**config.mk**
```make
export PLATFORM = sky130hd
export DESIGN_NAME = exp_job_feeder
export DESIGN_NICKNAME = d
export VERILOG_FILES = /design/src/rtl/exp_job_feeder.sv
export SDC_FILE = /design/constraint.sdc
export NUM_CORES = 1
export LEC_CHECK = 0
export CAP_MARGIN = 40
export CELL_PAD_IN_SITES_DETAIL_PLACEMENT = 0
export CELL_PAD_IN_SITES_GLOBAL_PLACEMENT = 1
export CORE_MARGIN = 2
export CORE_UTILIZATION = 43
export CTS_BUF_LIST = sky130_fd_sc_hd__clkbuf_4
export CTS_CLUSTER_SIZE = 25
export DETAILED_ROUTE_END_ITERATION = 8
export GPL_TIMING_DRIVEN = 0
export PLACE_DENSITY = 0.91
export RECOVER_POWER = 25
export SLEW_MARGIN = 20
export SYNTH_ARGS = -nofsm -noshare
export SYNTH_HDL_FRONTEND = slang
export SYNTH_SLANG_ARGS = --single-unit
```
**constraint.sdc**
```tcl
create_clock -name clk -period 3.33 [get_ports clk]
set_clock_uncertainty 0.1 [all_clocks]
set_input_delay 0.8325 -clock clk [delete_from_list [all_inputs] [get_ports clk]]
set_output_delay 0.8325 -clock clk [all_outputs]
set_load 0.02 [all_outputs]
```
**src/rtl/exp_job_feeder.sv**
```systemverilog
// Synchronous FIFO with a count register; depth must be a power of two, at least 2.
// Latency: a word pushed on an edge can be popped on the next edge.
// Backpressure: push_rdy drops while full, even if a pop happens in the same cycle.
module exp_fifo #(
    parameter int W     = 8,
    parameter int DEPTH = 4
) (
    input  logic         clk,
    input  logic         rst,
    input  logic         push_vld,
    output logic         push_rdy,
    input  logic [W-1:0] push_dat,
    output logic         pop_vld,
    input  logic         pop_rdy,
    output logic [W-1:0] pop_dat
);
    localparam int AW = (DEPTH > 1) ? $clog2(DEPTH) : 1;
    localparam logic [AW:0] FULL_CNT = (AW+1)'(DEPTH);

    logic [W-1:0]  mem [DEPTH];
    logic [AW-1:0] wr_ptr;
    logic [AW-1:0] rd_ptr;
    logic [AW:0]   count;
    logic          push;
    logic          pop;

    assign push_rdy = (count != FULL_CNT);
    assign pop_vld  = (count != '0);
    assign pop_dat  = mem[rd_ptr];
    assign push     = push_vld && push_rdy;
    assign pop      = pop_vld && pop_rdy;

    always_ff @(posedge clk) begin
        if (push) begin
            mem[wr_ptr] <= push_dat;
        end
    end

    // Pointers are exactly log2(DEPTH) bits, so the increment wraps modulo DEPTH.
    always_ff @(posedge clk or negedge rst) begin
        if (!rst) begin
            wr_ptr <= '0;
            rd_ptr <= '0;
            count  <= '0;
        end else begin
            if (push) begin
                wr_ptr <= wr_ptr + 1'b1;
            end
            if (pop) begin
                rd_ptr <= rd_ptr + 1'b1;
            end
            case ({push, pop})
                2'b10:   count <= count + 1'b1;
                2'b01:   count <= count - 1'b1;
                default: count <= count;
            endcase
        end
    end
endmodule

// Buffers host operands and issues one engine job at a time, capturing each result.
// Latency: push to eng_start 2 edges; engine ready to out_valid 1 edge.
// Backpressure: a full out register blocks new jobs, so the FIFO fills and in_ready drops.
module exp_job_feeder #(
    parameter int DW      = 8,
    parameter int RW      = 16,
    parameter int DEPTH   = 4,
    parameter int TIMEOUT = 64
) (
    input  logic          clk,
    input  logic          rst,
    input  logic          in_valid,
    output logic          in_ready,
    input  logic [DW-1:0] in_data,
    output logic          eng_start,
    output logic [DW-1:0] eng_x,
    input  logic          eng_ready,
    input  logic          eng_busy,
    input  logic [RW-1:0] eng_result,
    output logic          out_valid,
    input  logic          out_ready,
    output logic [RW-1:0] out_data,
    output logic [7:0]    job_cnt,
    output logic          timeout_err
);
    localparam int TW = $clog2(TIMEOUT) + 1;
    localparam logic [TW-1:0] TMAX = TW'(TIMEOUT - 1);

    typedef enum logic [1:0] {
        IDLE,
        ISSUE,
        WAIT_ACK,
        WAIT_DONE
    } state_t;

    state_t        state;
    state_t        state_nxt;
    logic          issue;
    logic          done;
    logic          expire;
    logic          fifo_vld;
    logic [DW-1:0] fifo_dat;
    logic [TW-1:0] timer;
    logic          unused_busy;

    assign unused_busy = eng_busy;

    exp_fifo #(
        .W     (DW),
        .DEPTH (DEPTH)
    ) u_fifo (
        .clk      (clk),
        .rst      (rst),
        .push_vld (in_valid),
        .push_rdy (in_ready),
        .push_dat (in_data),
        .pop_vld  (fifo_vld),
        .pop_rdy  (issue),
        .pop_dat  (fifo_dat)
    );

    // Completion is tested before the watchdog so a job finishing on the last allowed cycle still counts.
    always_comb begin
        state_nxt = state;
        issue     = 1'b0;
        done      = 1'b0;
        expire    = 1'b0;
        case (state)
            IDLE: begin
                if (fifo_vld && eng_ready && !out_valid) begin
                    issue     = 1'b1;
                    state_nxt = ISSUE;
                end
            end
            ISSUE: begin
                state_nxt = WAIT_ACK;
            end
            WAIT_ACK: begin
                if (timer == TMAX) begin
                    expire    = 1'b1;
                    state_nxt = IDLE;
                end else if (!eng_ready) begin
                    state_nxt = WAIT_DONE;
                end
            end
            WAIT_DONE: begin
                if (eng_ready) begin
                    done      = 1'b1;
                    state_nxt = IDLE;
                end else if (timer == TMAX) begin
                    expire    = 1'b1;
                    state_nxt = IDLE;
                end
            end
            default: begin
                state_nxt = IDLE;
            end
        endcase
    end

    // timer holds the number of cycles elapsed since the start pulse cycle.
    always_ff @(posedge clk or negedge rst) begin
        if (!rst) begin
            state       <= IDLE;
            eng_start   <= 1'b0;
            eng_x       <= '0;
            timer       <= '0;
            out_valid   <= 1'b0;
            out_data    <= '0;
            job_cnt     <= '0;
            timeout_err <= 1'b0;
        end else begin
            state     <= state_nxt;
            eng_start <= issue;
            if (issue) begin
                eng_x <= fifo_dat;
                timer <= '0;
            end else if (state != IDLE) begin
                timer <= timer + 1'b1;
            end
            if (done) begin
                out_valid <= 1'b1;
                out_data  <= eng_result;
                job_cnt   <= job_cnt + 1'b1;
            end else if (out_ready) begin
                out_valid <= 1'b0;
            end
            if (expire) begin
                timeout_err <= 1'b1;
            end
        end
    end
endmodule

```
==> results by stage <==
Outcome:
- The flow ran to the end, and the final reports show no timing, DRC or antenna violations.

Layout:
- Cells with a size suffix above 1 make up 13.9% of the layout.
- The number of fillers in the final layout is 638.
- The top cell types in the final layout, fill and taps aside, are 63 x sky130_fd_sc_hd__clkdlybuf4s50_1, 59 x sky130_fd_sc_hd__nand2_1, 51 x sky130_fd_sc_hd__dfrtp_1.
- The library cell used most frequently in the layout, excluding fill and tap cells, is sky130_fd_sc_hd__clkdlybuf4s50_1.
- Cells fill 56.0% of the core in the end.
- The final net count is 363.
- The total inserted antenna cells is 0.
- The area growth from synthesis to final layout is 26.5%.
- Once layout is complete, the cells apart from fillers number 432.

Detailed routing:
- The count of vias placed by the detailed router is 2,097.
- The mean number of vias per cell is 4.85.
- The first-iteration detailed-routing DRC count is 92.
- The pre-antenna-repair detailed-routing pass consisted of 4 iterations.
- Summed over all layers, the routed wires come to 6.24 mm.
- The DRC violation count after routing is 0.
- After detailed routing, the average wire length per cell comes to 14.4 microns.
- The number of routed nets with antenna violations is 0.

Timing:
- Based on the critical path, the design can be clocked at up to 350 MHz.
- The setup TNS is 0 ps.
- The hold violation total from the final report was 0.
- The headroom to the max-slew limit is 16.7%.
- The shortest clock period the worst path allows after layout is 2860 ps.
- The final max-slew violation count is 0.
- The slew at the pin closest to its max-slew limit is 1250 ps.
- The number of endpoints failing setup at the final stage is 0.
- Final hold analysis gives a worst-case slack of 380 ps.
- Setup repair after global routing left no endpoint under its margin.
- The worst path uses 85.8% of the clock period.

Clock network:
- The clock network latency to the later pin of the worst-skew pair is 430 ps.
- The maximum number of buffers from clock root to sink is 2.
- The number of buffers created by CTS is 9.
- Clock-pin slew was measured on the worst setup and hold paths at 140 ps.
- The post-CTS resize count is 0.
- The CTS tree is done.
- The H-tree generated during clock tree synthesis spans 3 levels.
- The number of clock sinks is 83.
- The root buffer cell chosen for the clock tree is sky130_fd_sc_hd__clkbuf_4.
- The number of buffers inserted for hold repair after clock tree synthesis is 0.
- The post-CTS setup buffer count is 0.

Place:
- The number of placed instances, taps included is 416.
- During placement, the flow inserted port buffers numbering 64.
- The final weighted congestion of routability-driven global placement is 0.733.
- The detailed placer's ending HPWL is 4.36 mm.

Worst setup path:
- The startpoint type of the worst setup path is a flip-flop.
- The worst setup path is captured at a primary output.
- Of all nets on the critical path, the largest fanout is 6.
- The critical path starts at u_fifo.count[0]$_DFFE_PN0P_.
- The startpoint identified for the worst register-to-register timing path is state[1]$_DFFE_PN0P_.
- The kind of critical path is reg -> out.
- The endpoint arrival time on the critical path is 1920 ps.
- The required time of the critical path is 2400 ps.

Floorplan:
- The floorplan core area is 7730 sq um.
- The die is 93.2 microns wide.
- The initial core utilization is 44.3%.
- The area enclosed by the die boundary is 8690 sq um.
- The standard-cell row count is 32.
- The vertical extent of the die is 93.2 microns.
- The top-level port count is 66.

Synth:
- Yosys mapped the design onto 42 distinct sky130hd cell types.
- Synthesis produced a netlist with a net count of 288.
- The primary flip-flop cell chosen by synthesis mapping is sky130_fd_sc_hd__dfrtp_1.
- The Yosys warning count is 0.
- The count of state elements after synthesis is 83.
- The number of enable flip-flop cells after synthesis is 32.
- The post-synthesis cell area is 3420 sq um.
- After synthesis, the mean cell area works out to 13.7 sq um.
- In the synthesized netlist the async set-or-reset flop fraction comes to 61.4%.
- The sequential element share of the synthesized area is 65.4%.
- Synthesis handed over a netlist of 250 instances.

Global routing:
- Across every metal layer, demand over resource in global routing totals 15.7%.
- The first-pass GRT wire length is 10.3 mm.
- The via count of the first global-routing pass was 2,145.
- Entering global routing, the biggest net connects 52 pins.
- The initial antenna violation count came to 0.
- The global route total overflow is 0.

Hold path:
- The start point of the worst hold path is job_cnt[7]$_DFFE_PN0P_.
- The worst hold path belongs to the class reg -> reg.

Power and ir drop:
- In this run the power density over the cells is 856 nW/um^2.
- The leakage dissipation is 1.81 nW.
- The maximum resistive drop on vdd is 392 uV.

Flow run:
- Across the run, the number of max-cap violations was 0.
[flip-flops by register name, indices dropped and copies added, names as in the netlist, 2 cells and up]
register / cells
u_fifo.mem: 32
out_data: 16
eng_x: 8
job_cnt: 8
timer: 7
u_fifo.count: 3
state: 2
u_fifo.rd_ptr: 2
u_fifo.wr_ptr: 2
[worst max-delay path: stages (launching register included)]
cell                              delay [ps]
sky130_fd_sc_hd__dfrtp_1                 450
sky130_fd_sc_hd__or3b_1                  480
sky130_fd_sc_hd__clkdlybuf4s50_1         570
[per-stage QoR]
stage               setup WS [ps]  power [mW]  area [sq um]
global placement             -242        3.11          4190
CTS                           452        3.76          4330
global route                  376        3.96          4330
floorplan                     889        2.55          3420
finish                        474        3.71          4330
detailed placement            112        3.17          4190
[cell type report]
cell class | count | area, sq um | area share [%]
sequential | 83 | 2240 | 51.7
inverter | 10 | 37.5 | 0.867
timing repair buffer | 64 | 636 | 14.7
clock inverter | 7 | 76.3 | 1.76
multi-input combinational | 149 | 1100 | 25.4
buffer | 8 | 50.0 | 1.16
tap | 102 | 128 | 2.95
clock buffer | 9 | 67.6 | 1.56
[power breakdown]
| part | internal (mW) | leakage, nW | switching (mW) |
|---|---|---|---|
| Sequential | 1.41 | 0.922 | 0.228 |
| Combinational | 0.742 | 0.808 | 0.742 |
| Clock | 0.181 | 0.0792 | 0.403 |
| Total | 2.33 | 1.81 | 1.37 |
[synthesized netlist by cell type, types with 2 or more instances]
library cell / n / area [sq um]
sky130_fd_sc_hd__mux4_2: 8 / 180
sky130_fd_sc_hd__mux2_4: 8 / 120
sky130_fd_sc_hd__nor2_1: 5 / 18.8
sky130_fd_sc_hd__xor2_1: 7 / 61.3
sky130_fd_sc_hd__a21oi_1: 4 / 20.0
sky130_fd_sc_hd__buf_2: 4 / 20.0
sky130_fd_sc_hd__o211ai_1: 4 / 30.0
sky130_fd_sc_hd__nand2_1: 59 / 221
sky130_fd_sc_hd__and3_1: 4 / 25.0
sky130_fd_sc_hd__xnor2_1: 7 / 61.3
sky130_fd_sc_hd__o21ai_0: 3 / 15.0
sky130_fd_sc_hd__edfxtp_1: 32 / 961
sky130_fd_sc_hd__dfrtp_1: 51 / 1280
sky130_fd_sc_hd__or4_1: 2 / 15.0
sky130_fd_sc_hd__buf_6: 2 / 22.5
sky130_fd_sc_hd__nor3_1: 3 / 15.0
sky130_fd_sc_hd__inv_1: 10 / 37.5
sky130_fd_sc_hd__ha_1: 7 / 87.6
sky130_fd_sc_hd__nand4_1: 4 / 25.0
sky130_fd_sc_hd__nand3_1: 4 / 20.0
[path summary, 6_finish.rpt]
kind                                               end  slack [ps]  cells past startpoint
setup / recovery                              in_ready         470                      2
hold / removal                  job_cnt[7]$_DFFE_PN0P_         380                      1
setup reg to reg           u_fifo.count[2]$_DFFE_PN0P_         820                     10
hold reg to reg                 job_cnt[7]$_DFFE_PN0P_         380                      1
max in group asynchronous        out_valid$_DFFE_PN0P_        1820                      1
min in group asynchronous         eng_x[3]$_DFFE_PN0N_         520                      1
[kinds of logic after synthesis]
logic type,after synthesis,share of synthesized area (%)
multiplexers,18,9.39
adder cells (fa/ha/maj),8,3.14
XOR/XNOR,14,3.58
AND/OR/NAND/NOR,91,12.5
flip-flops,83,65.4
buffers and inverters,18,2.56
AO/OA/AOI/OAI,18,3.44
[routing by layer]
metal  routed length [microns]  vias to the layer above  GRT usage, %  share of wire [%]
li1                          -                     1029             -                  -
met1                      2730                     1026          20.3                 44
met2                      3180                       35          26.0                 51
met3                       220                        7          2.98                3.5
met4                       109                        0          6.62                1.7
met5                         0                        -             0                  0
Note: power is estimated with default switching activity, not from simulation.
==> RTL edit 1 (same settings) <==
Encoding of `state_t`: now one-hot (4 bits for 4 states).
--- a/src/rtl/exp_job_feeder.sv
+++ b/src/rtl/exp_job_feeder.sv
@@ -88,7 +88,7 @@
 
-    typedef enum logic [1:0] {
-        IDLE,
-        ISSUE,
-        WAIT_ACK,
-        WAIT_DONE
+    typedef enum logic [3:0] {
+        IDLE      = 4'b0001,
+        ISSUE     = 4'b0010,
+        WAIT_ACK  = 4'b0100,
+        WAIT_DONE = 4'b1000
     } state_t;
Function: no difference found for any inputs over 10 cycles, from zero or initial values and one cycle with rst low; not proved beyond that.
==> RTL edit 1 against the unedited design <==
- wire length rose by 3.0%
- final area is 2.9% higher
- die area increased by 2.7%
- core utilization decreased by 0.98 points
- via count increased by 5.7%
- non-clock buffer count up 1
- power down 9.6%
- synthesized area increased by 2.9%
- hold slack got worse by 6.3 ps
- sequential cell count grew 2
- setup slack better by 2.1 ps
- maximum frequency barely moved
- critical endpoint is now u_fifo.count[2]$_DFFE_PN0P_
- largest power group unchanged
==> RTL edit 1: results (changes against the unedited design) <==
- complete, no violations — result of the run, unchanged
- 2290 um^2 — Seq. cell area, was 2240 um^2
- 430 — post-placement cell count, was 416
- sky130_fd_sc_hd__dfrtp_1 37%, sky130_fd_sc_hd__edfxtp_1 27%, sky130_fd_sc_hd__nand2_1 6.3% — top cells by area, synth, was sky130_fd_sc_hd__dfrtp_1 37%, sky130_fd_sc_hd__edfxtp_1 28%, sky130_fd_sc_hd__nand2_1 6.5%
- 0.650 — share of synthesized area occupied by flip-flops and latches, was 0.654
- 410 ps — clock latency on the worst-skew pair, was 430 ps
- 3080 ps — data arrival time at the worst-slack endpoint, was 1920 ps
- 13.5 um^2 — Mean Syn Cell Area, was 13.7 um^2
- 0.153 — NonClk Buf Share, was 0.158
- 44 — number of distinct standard cells referenced by the synthesized netlist, was 42
- 6.42 mm — routed wire length, was 6.24 mm
- 159 — number of multi-input combinational cells in the layout, was 149
- 0.323 — fraction of power spent switching nets, was 0.370
- 2216 — vias, was 2097
- 0.000363 V — maximum ir drop on the vdd rail, was 0.000392 V
- 1.90 nW — total leakage power, was 1.81 nW
- 10 — crit path max fanout, was 6
- 64 — number of buffers added on ports, unchanged
- 14.4 um — Routed WL per cell, about the same
- 1160 um^2 — area of combinational cells with multiple inputs, was 1100 um^2
- 10.6 mm — wire length of the first global-routing pass, was 10.3 mm
- 8 — Logic inverters, was 10
- 298 — total nets after synthesis, was 288
- 4290 um^2 — Placed Instance Area, was 4190 um^2
- 0.0368 — clock network area share, was 0.0332
- 73 — number of ordinary and repair buffers in the finished layout, was 72
- 1320 ps — transition time at the pin with the least slew margin, was 1250 ps
- 9 — Reg2Reg Depth, was 10
- 59 x sky130_fd_sc_hd__nand2_1, 52 x sky130_fd_sc_hd__dfrtp_1, 32 x sky130_fd_sc_hd__edfxtp_1 — most frequent cells after synthesis, was 59 x sky130_fd_sc_hd__nand2_1, 51 x sky130_fd_sc_hd__dfrtp_1, 32 x sky130_fd_sc_hd__edfxtp_1, 10 x sky130_fd_sc_hd__inv_1
- 374 ps — smallest hold slack, was 380 ps
- 120 — initial drt markers, was 92
- 54 — largest net degree at the start of global routing, was 52
- 683 — layout filler cell count, was 638
- 0.764 — gp weighted congestion, was 0.733
- 480 ps — slack of the worst reg-to-reg path, was 820 ps
- 0.156 — all-layer global routing usage, was 0.157
- sky130_fd_sc_hd__dfstp_2 — Max stage delay cell, worst path, was sky130_fd_sc_hd__clkdlybuf4s50_1
- 374 — nets, was 363
- simple AND/OR/NAND/NOR gates — family with the most delay on the worst path, was buffers and inverters
- 4.40 mm — half-perimeter wire length of the detailed placement result, was 4.36 mm
- 0.514 — fraction of area in registers, was 0.517
- job_cnt[7]$_DFFE_PN0P_ — Hold EP, unchanged
-- RTL edit 1: cells by family after synthesis --
kind of cell,after synthesis,synth area share
DFF,85,0.650
adders and majority gates,8,0.0306
xor gates and xnor gates,15,0.0394
muxes,18,0.0892
buffers and inverters,16,0.0206
and+or+nand+nor,101,0.141
AOI/OAI and AO/OA,17,0.0295
-- RTL edit 1: power groups by stage --
stage               sequential [mW]  clock, mW  combinational (mW)
finish                         1.50      0.660                1.19
CTS                            1.50      0.677                1.21
global placement               1.50          0                1.16
detailed placement             1.52          0                1.21
floorplan                      1.60          0               0.706
global route                   1.53      0.724                1.32
-- RTL edit 1: metal layers --
metal / vias to the layer above / wire, um / part of all wire / track usage
met5: - / 0 / 0 / 0
met1: 1122 / 2930 / 0.46 / 0.214
met2: 23 / 3300 / 0.51 / 0.247
li1: 1063 / - / - / -
met4: 0 / 87 / 0.014 / 0.0688
met3: 8 / 98 / 0.015 / 0.0263
-- RTL edit 1: how the worst max path moves through the flow --
stage / startpoint / end / slack, ps
5_1_grt: state[0]$_DFFE_PN1P_ / u_fifo.count[2]$_DFFE_PN0P_ / 340
4_1_cts: state[0]$_DFFE_PN1P_ / u_fifo.count[2]$_DFFE_PN0P_ / 510
3_5_place_dp: eng_ready / u_fifo.count[2]$_DFFE_PN0P_ / 220
3_3_place_gp: rst / eng_x[1]$_DFFE_PN0N_ / -320
6_report: state[0]$_DFFE_PN1P_ / u_fifo.count[2]$_DFFE_PN0P_ / 480
2_1_floorplan: state[0]$_DFFE_PN1P_ / u_fifo.count[2]$_DFFE_PN0P_ / 770
==> RTL edit 2 (same flow settings) <==
Without the edit above. `RW`: 16 -> 17.
--- a/src/rtl/exp_job_feeder.sv
+++ b/src/rtl/exp_job_feeder.sv
@@ -65,3 +65,3 @@
     parameter int DW      = 8,
-    parameter int RW      = 16,
+    parameter int RW      = 17,
     parameter int DEPTH   = 4,
Ports: changed (resized eng_result and out_data); port bits go from 66 to 68. The function was not compared with the original's and may differ.
==> RTL edit 2 against the unedited design <==
- critical path type is now input pin to flop
- setup slack worse by 110 ps
- synthesized area rose by 1.3%
- first-iteration DRC count down 1.1%
- power rose by 1.1%
- final area up 1.4%
- critical path depth up 8
- wire length grew 3.2%
- largest cell class unchanged
- sequential cell count rose by 1
- clock power about the same
==> RTL edit 2: results (changes against the unedited design) <==
- 0.0303 — area fraction in compound gates after synthesis, was 0.0344
- 53 — largest net degree at the start of global routing, was 52
- 0.652 — share of synthesized area occupied by flip-flops and latches, was 0.654
- 362 ps — Final Worst Setup Slack, was 474 ps
- 66 — number of buffers added on ports, was 64
- 0.134 — worst slew slack as a fraction of its limit, was 0.167
- 1.83 nW — total leakage power, was 1.81 nW
- complete, no violations — result of the run, unchanged
- -98.2 ps — worst-case setup slack after placement, was 112 ps
- 0.000430 V — maximum ir drop on the vdd rail, was 0.000392 V
- 420 ps — clock latency on the worst-skew pair
- u_fifo.mem (32), out_data (17) — biggest regs, was u_fifo.mem (32), out_data (16)
- 130 ps — clock slew at the register clock pins of the worst setup and hold paths
- 2188 — vias, was 2097
- 14.6 um — Routed WL per cell, was 14.4 um
- u_fifo.count[2]$_DFFE_PN0P_ — terminus of the critical flop-to-flop path, unchanged
- 0.0927 — multiplexer area fraction after synthesis, was 0.0939
- 645 — layout filler cell count, was 638
- 295 — total nets after synthesis, was 288
- 0.0241 — met3 GRT Util, was 0.0298
- 0.0310 — post-synthesis adder-cell area fraction, was 0.0314
- 3210 ps — data arrival time at the worst-slack endpoint, was 1920 ps
- 4.46 mm — half-perimeter wire length of the detailed placement result, was 4.36 mm
- 41 — number of distinct standard cells referenced by the synthesized netlist, was 42
- 91 — initial drt markers, was 92
- 372 — nets, was 363
- 0.0354 — XOR/XNOR share of the synthesized area, was 0.0358
- 375 ps — smallest hold slack, was 380 ps
- input pin to flop — category of the most critical setup path, was flop to primary output
- 61 x sky130_fd_sc_hd__nand2_1, 52 x sky130_fd_sc_hd__dfrtp_1, 32 x sky130_fd_sc_hd__edfxtp_1, 11 x sky130_fd_sc_hd__inv_1 — most frequent cells after synthesis, was 59 x sky130_fd_sc_hd__nand2_1, 51 x sky130_fd_sc_hd__dfrtp_1, 32 x sky130_fd_sc_hd__edfxtp_1, 10 x sky130_fd_sc_hd__inv_1
- 10.6 mm — wire length of the first global-routing pass, was 10.3 mm
- 0.619 — ys async rst share, was 0.614
- sky130_fd_sc_hd__dfrtp_1 38%, sky130_fd_sc_hd__edfxtp_1 28%, sky130_fd_sc_hd__nand2_1 6.6% — top cells by area, synth, was sky130_fd_sc_hd__dfrtp_1 37%, sky130_fd_sc_hd__edfxtp_1 28%, sky130_fd_sc_hd__nand2_1 6.5%
- 0.720 — gp weighted congestion, was 0.733
- eng_ready — worst setup path start, was u_fifo.count[0]$_DFFE_PN0P_
- 0.130 — share of layout cells above drive strength 1, was 0.139
- 10 — crit path max fanout, was 6
[RTL edit 2: report_power, final]
group	leakage [nW]	internal [mW]	switching (mW)
Clock	0.0735	0.254	0.332
Sequential	0.941	1.43	0.230
Combinational	0.813	0.751	0.754
[RTL edit 2: cell type report]
| class | count | share of cell area |
|---|---|---|
| timing repair buffer | 66 | 0.149 |
| clock inverter | 4 | 0.0114 |
| inverter | 11 | 0.00940 |
| clock buffer | 12 | 0.0205 |
| sequential | 84 | 0.515 |
| multi-input combinational | 152 | 0.253 |
| tap | 102 | 0.0291 |
| buffer | 9 | 0.0117 |
[RTL edit 2: routing by layer]
layer,wire length [um],vias up,share of wire
met5,0,-,0
met1,2890,1096,0.45
met3,181,11,0.028
met4,115,0,0.018
li1,-,1043,-
met2,3250,38,0.51
[RTL edit 2: through the flow]
stage,area [um^2],setup TNS (ps),std cells
floorplan,3470,0,256
global placement,4260,-16980,424
detailed placement,4250,-98.2,424
CTS,4390,0,440
global route,4390,0,440
finish,4390,0,440
